## config.mk

```make
export PLATFORM = sky130hd
export DESIGN_NAME = detect_ctrl
export DESIGN_NICKNAME = d
export VERILOG_FILES = /design/src/rtl/pcie_ltssm_pkg.sv /design/src/rtl/detect_timer.sv /design/src/rtl/detect_ctrl.sv
export SDC_FILE = /design/constraint.sdc
export NUM_CORES = 1
export LEC_CHECK = 0
export ABC_AREA = 1
export BUFFER_PORTS_ARGS = -buffer_cell sky130_fd_sc_hd__buf_2
export CAP_MARGIN = 10
export CORE_UTILIZATION = 50
export CTS_BUF_LIST = sky130_fd_sc_hd__clkbuf_8
export CTS_CLUSTER_DIAMETER = 120
export CTS_CLUSTER_SIZE = 25
export DETAILED_ROUTE_END_ITERATION = 8
export PLACE_DENSITY = 0.68
export SYNTH_ARGS = -nofsm -noshare
export SYNTH_HDL_FRONTEND = slang
export SYNTH_SLANG_ARGS = --single-unit
```

## constraint.sdc

```tcl
create_clock -name clk_i -period 2.4 [get_ports clk_i]
set_clock_uncertainty 0.2 [all_clocks]
set_input_delay 0.24 -clock clk_i [delete_from_list [all_inputs] [get_ports clk_i]]
set_output_delay 0.24 -clock clk_i [all_outputs]
set_load 0.01 [all_outputs]
```

## src/rtl/pcie_ltssm_pkg.sv

```systemverilog
// Shared LTSSM definitions: Detect substate encoding and 12 ms timing constants.
package pcie_ltssm_pkg;

  localparam int unsigned CLK_FREQ_HZ        = 200000000;
  localparam int unsigned DETECT_12MS_CYCLES = 2400000;

  typedef enum logic [2:0] {
    DET_IDLE    = 3'd0,
    DET_QUIET   = 3'd1,
    DET_ACTIVE1 = 3'd2,
    DET_WAIT    = 3'd3,
    DET_ACTIVE2 = 3'd4,
    DET_POLLING = 3'd5
  } detect_state_e;

endpackage

```

## src/rtl/detect_timer.sv

```systemverilog
// Loadable-limit up-counter shared by every timed Detect substate.
module detect_timer (
  input  logic        clk_i,
  input  logic        rst_i,
  input  logic        clr_i,
  input  logic        en_i,
  input  logic [31:0] limit_i,
  output logic        expired_o
);

  logic [31:0] r_count;

  always_ff @(posedge clk_i or posedge rst_i) begin
    if (rst_i)       r_count <= '0;
    else if (clr_i)  r_count <= '0;
    else if (en_i)   r_count <= r_count + 32'd1;
  end

  // Fires on the last cycle of the window so the owner can leave on the next edge.
  assign expired_o = en_i && (r_count == (limit_i - 32'd1));

endmodule

```

## src/rtl/detect_ctrl.sv

```systemverilog
// PCIe LTSSM Detect sequencer: Quiet dwell, receiver detect, partial-detect retry, Polling handoff.
module detect_ctrl
  import pcie_ltssm_pkg::*;
#(
  parameter int NUM_LANES            = 4,
  parameter int TIMEOUT_CYCLES       = DETECT_12MS_CYCLES,
  parameter int RXDET_TIMEOUT_CYCLES = 4096
) (
  input  logic                 clk_i,
  input  logic                 rst_i,
  input  logic                 en_i,
  input  logic [NUM_LANES-1:0] elec_idle_exit_i,
  input  logic                 rx_det_done_i,
  input  logic [NUM_LANES-1:0] rx_det_result_i,
  output logic                 rx_det_req_o,
  output logic [2:0]           state_o,
  output logic                 polling_o,
  output logic [NUM_LANES-1:0] lanes_active_o
);

  localparam logic [31:0]          LIM_12MS  = 32'(TIMEOUT_CYCLES);
  localparam logic [31:0]          LIM_RXDET = 32'(RXDET_TIMEOUT_CYCLES);
  localparam logic [NUM_LANES-1:0] ALL_LANES = '1;

  detect_state_e        r_state, w_next;
  logic                 r_fresh;
  logic [NUM_LANES-1:0] r_mask, w_mask_next;
  logic [NUM_LANES-1:0] r_lanes, w_lanes_next;
  logic                 w_timer_en, w_timer_clr, w_expired;
  logic [31:0]          w_limit;
  logic                 w_done_ok;

  assign w_timer_en  = (r_state == DET_QUIET) || (r_state == DET_WAIT) ||
                       (r_state == DET_ACTIVE1) || (r_state == DET_ACTIVE2);
  assign w_limit     = ((r_state == DET_QUIET) || (r_state == DET_WAIT)) ? LIM_12MS : LIM_RXDET;
  assign w_timer_clr = (w_next != r_state);
  // A done pulse in the same cycle as our request cannot answer it.
  assign w_done_ok   = rx_det_done_i && !r_fresh;

  detect_timer u_timer (
    .clk_i     (clk_i),
    .rst_i     (rst_i),
    .clr_i     (w_timer_clr),
    .en_i      (w_timer_en),
    .limit_i   (w_limit),
    .expired_o (w_expired)
  );

  always_ff @(posedge clk_i or posedge rst_i) begin
    if (rst_i) begin
      r_state <= DET_IDLE;
      r_fresh <= 1'b0;
      r_mask  <= '0;
      r_lanes <= '0;
    end else begin
      r_state <= w_next;
      r_fresh <= (w_next != r_state);
      r_mask  <= w_mask_next;
      r_lanes <= w_lanes_next;
    end
  end

  always_comb begin
    w_next      = r_state;
    w_mask_next = r_mask;
    if (!en_i) begin
      w_next      = DET_IDLE;
      w_mask_next = '0;
    end else begin
      case (r_state)
        DET_IDLE:  w_next = DET_QUIET;
        DET_QUIET: if ((|elec_idle_exit_i) || w_expired) w_next = DET_ACTIVE1;
        DET_ACTIVE1: begin
          if (w_done_ok) begin
            if (rx_det_result_i == ALL_LANES) begin
              w_next = DET_POLLING;
            end else if (rx_det_result_i == '0) begin
              w_next = DET_QUIET;
            end else begin
              w_next      = DET_WAIT;
              w_mask_next = rx_det_result_i;
            end
          end else if (w_expired) begin
            w_next = DET_QUIET;
          end
        end
        DET_WAIT: if (w_expired) w_next = DET_ACTIVE2;
        DET_ACTIVE2: begin
          if (w_done_ok && (rx_det_result_i == r_mask)) begin
            w_next = DET_POLLING;
          end else if (w_done_ok || w_expired) begin
            w_next      = DET_QUIET;
            w_mask_next = '0;
          end
        end
        DET_POLLING: w_next = DET_POLLING;
        default:     w_next = DET_IDLE;
      endcase
    end
  end

  // Lane set is captured on entry to POLLING and held until we leave.
  always_comb begin
    w_lanes_next = '0;
    if (w_next == DET_POLLING) begin
      if (r_state == DET_POLLING)      w_lanes_next = r_lanes;
      else if (r_state == DET_ACTIVE1) w_lanes_next = ALL_LANES;
      else                             w_lanes_next = r_mask;
    end
  end

  always_comb begin
    state_o        = r_state;
    rx_det_req_o   = r_fresh && ((r_state == DET_ACTIVE1) || (r_state == DET_ACTIVE2));
    polling_o      = (r_state == DET_POLLING);
    lanes_active_o = r_lanes;
  end

endmodule

```

Word-level counts from Yosys, hierarchy flattened
Cells that the tools add are included.

Output and inout port bits: 9. Flip-flop bits (word level): 44. Bits of input ports: 12. Logic and storage cells: 63.

Muxes and demuxes: 23. Reductions and logical operators: 16. Eq/ne operators: 17. Add/subtract/negate cells: 2.

Operators with widths (number): 32-bit 2-to-1 mux (2); 4-bit 2-to-1 mux (9); 32-bit by 1-bit adder with 32-bit output, second input constant (1); 32-bit equality test (1); 3-bit 2-to-1 mux (8); 22-bit by 1-bit subtractor with 23-bit output, second input constant (1); 22-bit 2-to-1 mux (1); 3-bit case mux with 6 select lines (1); 3-bit inequality test, second input constant (5); 3-bit equality test, second input constant (3); 4-bit case mux with 2 select lines (1); 3-bit by 2-bit equality test with 1-bit output, second input constant (2); 1-bit logical OR (6); 6-bit AND reduction (1); 4-bit equality test (1); 4-bit equality test, second input constant (1); 1-bit logical AND (4); 4-bit logical NOT (1); 4-bit OR reduction (1); 3-bit by 1-bit equality test with 1-bit output, second input constant (1); 3-bit logical NOT (1); 3-bit by 1-bit inequality test with 1-bit output, second input constant (1); 3-bit inequality test (1); 2-bit 2-to-1 mux (1); 3 further kinds (3).

Longest topological paths before layout
Gate-level depths: netlist of the first run.

Depth after elaboration: 13. Gate-level depth with buffers: 18. Depth with buffers taken out: 17.

Cells and area by module
From an unflattened synthesis of the first run, not the netlist that was laid out.

Cell total of the unflattened synthesis: 673. Area, all modules: 4177.8 µm².

Modules (own cells, without submodules): detect_timer (seq. area each 800.8 µm², times used 1, area each 3288.2 µm², cells an instance 526); detect_ctrl (seq. area each 300.3 µm², times used 1, area each 889.6 µm², cells an instance 147).

Least setup slack after synthesis of the first run
No wires, ideal clock.

Path type: register to register. Start point: register u_timer.r_count[0]. End point: register u_timer.r_count[11]. Setup slack: 0.195 ns. Period minus slack after synthesis: 2.205 ns. Stages on the path, launching flop included: 18. Path buffers: 1. Arrival time: 1.874 ns. Setup time: 0.131 ns. Cells stage by stage: dfrtp_1 ha_1 nand3_1 nor2_2 nand2_1 nor2_2 nand2_1 nand2_1 inv_1 a21oi_1 nand2_1 nand2_1 nand2_1 nand2_2 nor2_8 nand2_8 buf_8 nor2_4.

Cells in the longest elaborated chain, start to end: 9. Elaborated cells on any way between the ends: 17. Those cells by class: add/sub (1); eq/ne (2); mux (10); reduce/logical (4).

RTL lines: start: declaration (line detect_timer.sv:11) `logic [31:0] r_count;`; start signal: assignment (line detect_timer.sv:16) `else if (en_i) r_count <= r_count + 32'd1;`; 32-bit equality test (line detect_timer.sv:20) `assign expired_o = en_i && (r_count == (limit_i - 32'd1));`; 1-bit logical AND (line detect_timer.sv:20); 1-bit logical OR (line detect_ctrl.sv:91) `end else if (w_done_ok || w_expired) begin`; 3-bit 2-to-1 mux (line detect_ctrl.sv:91); 3-bit 2-to-1 mux (line detect_ctrl.sv:89) `if (w_done_ok && (rx_det_result_i == r_mask)) begin`; 3-bit case mux with 6 select lines (line detect_ctrl.sv:70) `case (r_state)`; 3-bit 2-to-1 mux (line detect_ctrl.sv:66) `if (!en_i) begin`; 3-bit inequality test (line detect_ctrl.sv:36) `assign w_timer_clr = (w_next != r_state);`; 32-bit 2-to-1 mux / 2-bit nonzero test (equally long branches).

Parallel ways exist; a longest one is shown, timed or not. The select of a mux whose other input is x is not followed. A chain may end at the register's enable or synchronous reset.

Worst setup path in the final report of the first run
Start point: register u_timer.r_count[1]. End point: register u_timer.r_count[31].

The elaborated chain is that of the path after synthesis.

==> flow_summary.yaml, run 1 <==
critical_path:
  cp_slowest_stage_delay_ns: 0.41
  cp_max_fo: 3
  crit_cells: 11
  crit_family: "simple AND/OR/NAND/NOR gates"
  critPathBufInv: 2
  crit_arrival_ns: 2.41
  setup.worst_path.end: "u_timer.r_count[31]"
  crit_chain: "buf_4, nand3_1, nor3_1, nand4_1, nor2_2, nand2_1, nor3_4, nand3_1, xnor2_1, inv_1, nor2_4"
  ff2ff_path_depth: 11
  startpoint: "u_timer.r_count[1]"
  regToRegStartpoint: "u_timer.r_count[1]"
  r2r_end: "u_timer.r_count[31]"
  reg2reg_slack_ns: 0.03
  path_class: "reg -> reg"
  cp-end-kind: "flop"
  critPathRequiredTime_ns: 2.43
  crit_path_start_kind: "flop"
  crit_path_top_delay_cell: "dfrtp_1"
  crit_top_cell: "nand3_1"
clock_tree:
  clockBufferDepth: 2
  cts_tree: "done"
  clock_sinks: 44
  cts.clk_slew.worst_paths_ns: 0.08
  h-tree-depth: 2
  cts_root_buffer: "clkbuf_8"
  cts_buffers: 5
  clock_latency_ns: 0.29
synthesis:
  ys.warnings.count: 0
  yosysSeqAreaShare: 0.3751
  synth_area_um2: 2935
  synthCells: 342
  synth_top_flop_cell: "dfrtp_1"
  async_flop_share: 1.000
  syn_nets: 355
  yosysUniqueCellTypes: 36
  avgSynthCellArea_um2: 8.583
  synth_edf_count: 0
  ys_ff_latch: 44
timing:
  min_period_ns: 2.373
  drv_slew: 0
  period_share: 0.9887
  rsz0062_at_grt: "yes"
  setup_ws_ns: 0.02716
  worst_slew_pin_slew_ns: 0.5691
  maxSlewHeadroom: 0.6206
  finalSetupViolCount: 0
  hold_viol: 0
  fmax_mhz: 421.4
floorplan:
  start_util: 0.5266
  design.core.area_um2: 5574
  fp-row-count: 27
  dieWidth_um: 78.62
  dieArea_um2: 6181
  fp.dieH_um: 78.62
  pin_count: 21
drt:
  viasPerCell: 5.060
  drt-initial-drc-count: 102
  finalWirelength_um: 6050
  wire_per_inst_um: 12.96
  drc_errors: 0
  vias: 2363
  ant_nets: 0
  drt-pass1-iter-count: 4
flow_run:
  drv_cap: 0
placement:
  dp.cells: 447
  gp_congestion: 0.8964
  io_buffers: 20
  place_ws_ns: -0.0002029
  dpl_cell_area_um2: 3241
  dp_hpwl_um: 4280
grt:
  grtUsageTotal: 0.2088
  antenna_found_initial: 0
  grt_max_degree: 45
  grt_pass1_wl_um: 10060
  grt.overflow.total: 0
  grt_pass1_vias: 2279
final_layout:
  area_growth_pct: 21.87
  stdcell_area_um2: 3577
  drive_above_1_share: 0.3620
  finalNonFillerCells: 467
  antenna_cells: 0
  num-nets-final: 408
outcome:
  outcome: "finished, final reports clean"
power:
  power_leakage_nw: 1.581
  power_density_nw_per_um2: 529.1
  peakVddDrop_v: 0.0003169
hold_path:
  hold_path_class: "in -> reg"
layout make-up:
cell class,count,area [um2]
Clock buffer,5,68.82
Sequential cell,44,1105
Tap cell,72,90.09
Clock inverter,2,8.758
Multi-Input combinational cell,247,1708
Fill cell,487,1997
Timing Repair Buffer,50,417.9
Inverter,47,178.9
cell usage in the layout, fill, tap and decap left out, types with 2 or more instances in the layout:
cell,instances
a21oi_1,2
buf_12,3
buf_2,20
buf_4,23
clkbuf_16,3
clkbuf_8,5
dfrtp_1,41
dfrtp_2,3
inv_1,37
inv_2,9
nand2_1,67
nand2_2,12
nand2_4,2
nand3_1,15
nand3_4,2
nand4_1,6
nor2_1,27
nor2_2,5
nor2_4,35
nor3_1,9
nor3_2,4
nor3_4,5
o21ai_0,6
o22ai_1,5
xnor2_1,12
xor2_1,18
how the worst min path moves through the flow:
| stage | depth (start not counted) | endpoint | from | slack, ns |
|---|---|---|---|---|
| finish | 3 | r_mask[2] | rx_det_result_i[2] | 0.04 |
| global route | 3 | r_mask[2] | rx_det_result_i[2] | 0.04 |
| CTS | 3 | r_mask[2] | rx_det_result_i[2] | 0.04 |
| detailed placement | 3 | u_timer.r_count[2] | rst_i | 0.22 |
| global placement | 3 | r_fresh | rst_i | 0.21 |
| floorplan | 2 | state_o[2] | en_i | 0.20 |
report_power, final:
group / internal, mW / switching [mW]
Combinational: 0.267 / 0.394
Clock: 0.194 / 0.241
Sequential: 0.768 / 0.0290
stage by stage:
| step | util | power [mW] | hold WS [ns] | TNS [ns] |
|---|---|---|---|---|
| 2_1_floorplan | - | 1.213 | 0.1969 | 0 |
| 3_3_place_gp | 0.5814 | 1.328 | 0.2063 | 0 |
| 3_5_place_dp | 0.5814 | 1.336 | 0.2238 | -0.0002029 |
| 4_1_cts | 0.5980 | 1.781 | 0.03868 | 0 |
| 5_1_grt | 0.6418 | 1.992 | 0.04287 | -2.431 |
| 6_report | 0.6418 | 1.893 | 0.04194 | 0 |
metal layers:
metal  share of wire  GRT usage
met1            0.44     0.2605
met4           0.019    0.07037
met3           0.031    0.04070
met5               0          0
met2            0.51     0.3583
timing repair:
item,4_1_cts,5_1_grt
pin swaps,0,12
gates resized for setup,1,26
cloned,0,3
endpoints found under the setup margin,3,33
hold buffers,1,0
setup buffers,0,9
hold endpoints to repair,44,0
state kept, by name, indices dropped and copies added (netlist names):
register         count
lanes_active_o       4
state_o              3
r_mask               4
u_timer.r_count     32
r_fresh              1
synth_stat cells (2+ instances only):
master,count,share of area
nand2_1,72,0.092
nand2_4,2,0.0077
buf_8,3,0.015
inv_2,8,0.010
nand3_1,16,0.027
nor3_1,10,0.017
xor2_1,19,0.057
nor3_2,6,0.020
nor2_1,31,0.040
dfrtp_1,44,0.38
nand2_2,7,0.015
nor2_4,31,0.12
nor3_4,2,0.011
nor2_2,5,0.011
a21oi_1,3,0.0051
inv_1,38,0.049
nand4_1,6,0.013
o22ai_1,5,0.011
o21ai_0,6,0.010
xnor2_1,12,0.036
kinds of logic after synthesis:
logic type                 after synthesis  synth area share
AOI/OAI and AO/OA                       18           0.03623
xor gates and xnor gates                31           0.09250
adders and majority gates                1          0.004262
buffers and inverters                   51           0.07801
DFF                                     44            0.3751
and+or+nand+nor                        197            0.4139
worst min-delay path, cell delays in order:
cell and delay [ns]:
buf_2 0.12, nand3_1 0.07, o21ai_0 0.06
(Power assumes the default switching activity.)
==> inputs of run 2 (changes only) <==
- SETUP_SLACK_MARGIN: default -> 0.2
==> run 2 against run 1 <==
Effect of this change:
- cell count increased by 3.6%
- worst setup slack better by 0.084 ns
- clock power increased by 12%
- critical endpoint is now u_timer.r_count[29]
- highest routed layer unchanged
==> flow_summary.yaml, run 2 (synthesis results as in run 1) <==
outcome:
  outcome: "finished, final reports clean"
grt:
  grt.met2_usage: 0.4209
  grt_max_degree: 45
  grt_pass1_vias: 2501
  met3_usage: 0.04070
  grtUsageTotal: 0.2300
  grt.overflow.total: 0
  grt_pass1_wl_um: 11100
  antenna_found_initial: 0
  use_met1: 0.2665
  top_usage_layer: "met2"
final_layout:
  area_growth_pct: 26.98
  layout_common_cells: "nand2_1 (66), buf_4 (41), dfrtp_1 (40)"
  largest_reg_flops: 32
  nFillCells: 468
  antenna_cells: 0
  stdcell_area_um2: 3727
  final_util: 0.6687
  num-nets-final: 424
  finalNonFillerCells: 484
  layout_commonest_cell: "nand2_1"
  regMostFlops: "u_timer.r_count"
  drive_above_1_share: 0.4126
critical_path:
  crit_path_top_delay_cell: "dfrtp_2"
  cp-end-kind: "flop"
  startpoint: "state_o[0]"
  setup.worst_path.end: "u_timer.r_count[29]"
  regToRegStartpoint: "state_o[0]"
  cp_slowest_stage_delay_ns: 0.46
  crit_arrival_ns: 2.28
  reg2reg_slack_ns: 0.11
  crit_cells: 12
  crit_chain: "inv_4, nand2_4, nor2_4, nor2_4, nand2_4, inv_8, nor3_4, nand2_1, nor3_2, nand3b_1, xor2_2, nor2_4"
  path_class: "reg -> reg"
  critPathRequiredTime_ns: 2.39
  ff2ff_path_depth: 12
  r2r_end: "u_timer.r_count[29]"
  cp_max_fo: 5
  crit_path_start_kind: "flop"
  crit_top_cell: "nor2_4"
  crit_family: "simple AND/OR/NAND/NOR gates"
  critPathBufInv: 2
timing:
  period_share: 0.9535
  fmax_mhz: 437.0
  finalSetupViolCount: 0
  worst_slew_pin_slew_ns: 0.5664
  hold_viol: 0
  min_period_ns: 2.288
  holdWs_ns: 0.04648
  rsz0062_at_grt: "yes"
  maxSlewHeadroom: 0.6224
  drv_slew: 0
clock_tree:
  clockBufferDepth: 2
  h-tree-depth: 2
  clock_sinks: 44
  clock_latency_ns: 0.30
  cts.clk_slew.worst_paths_ns: 0.08
  cts_buffers: 5
  cts_root_buffer: "clkbuf_8"
  cts_tree: "done"
placement:
  dp_hpwl_um: 4443
  gp_congestion: 0.8380
  io_buffers: 20
  dp.cells: 453
  dpl_cell_area_um2: 3286
power:
  finalPower_mw: 1.939
  swShare: 0.3480
  p_seq_frac: 0.407
  p_int_mw: 1.264
  p_sw_uw: 674.6
  peakVddDrop_v: 0.0003634
  power_density_nw_per_um2: 520.1
  clock_power_share: 0.251
  power_frac_comb: 0.342
  power_leakage_nw: 1.637
drt:
  drc_errors: 0
  drt-initial-drc-count: 97
  finalWirelength_um: 6482
  viasPerCell: 4.996
  drt-pass1-iter-count: 4
  ant_nets: 0
  wire_per_inst_um: 13.39
  vias: 2418
floorplan:
  design.core.area_um2: 5574
  start_util: 0.5266
  fp-row-count: 27
  pin_count: 21
  dieArea_um2: 6181
  dieWidth_um: 78.62
  fp.dieH_um: 78.62
hold_path:
  hold_path_class: "in -> reg"
flow_run:
  drv_cap: 0
run 2: cell type report:
type / count / area, um2 / share of cell area
clock buffers: 6 / 82.58 / 0.02216
clock inverters: 2 / 10.01 / 0.002685
inverters: 47 / 186.4 / 0.05002
multi-input cells: 247 / 1739 / 0.4666
flip-flops and latches: 44 / 1106 / 0.2967
well taps: 72 / 90.09 / 0.02417
repair buffers: 66 / 513.0 / 0.1376
run 2: power by group through the flow:
stage / logic, mW / clock network (mW) / registers, mW
after global routing: 0.711 / 0.527 / 0.793
after CTS: 0.652 / 0.503 / 0.789
after detailed placement: 0.528 / 0 / 0.805
final: 0.664 / 0.486 / 0.789
after floorplan: 0.416 / 0 / 0.804
after global placement: 0.524 / 0 / 0.803
run 2: worst min path at each step:
stage,cells past startpoint,from,slack [ns],to
floorplan,2,en_i,0.20,state_o[2]
global placement,3,rst_i,0.21,lanes_active_o[0]
detailed placement,3,rst_i,0.21,r_fresh
CTS,3,rx_det_result_i[2],0.05,r_mask[2]
global route,3,rx_det_result_i[2],0.05,r_mask[2]
finish,3,rx_det_result_i[2],0.05,r_mask[2]
run 2: repair_timing:
action / 4_1_cts / 5_1_grt
setup endpoints to repair: 33 / 37
cloned: 1 / 0
setup buffers: 20 / 1
endpoints found under the hold margin: 44 / 0
hold buffers: 1 / 0
gates resized for setup: 27 / 14
pin swaps: 13 / 3
run 2: per-layer routing:
metal / wire length [um] / up-vias
met3: 166 / 16
met1: 2727 / 1152
li1: - / 1209
met5: 0 / -
met4: 119 / 0
met2: 3469 / 41
run 2: tightest hold or removal path, delay by kind of cell:
family / cells / cell delay [ns]
AND/OR/NAND/NOR: 1 / 0.07
buffers and inverters: 1 / 0.13
AO/OA/AOI/OAI: 1 / 0.06
run 2: per-stage QoR:
stage          setup slack (ns)  setup TNS, ns
2_1_floorplan            0.1981              0
3_3_place_gp            0.06646              0
3_5_place_dp            0.01794              0
4_1_cts                  0.1091              0
5_1_grt                -0.05784         -1.244
6_report                 0.1115              0
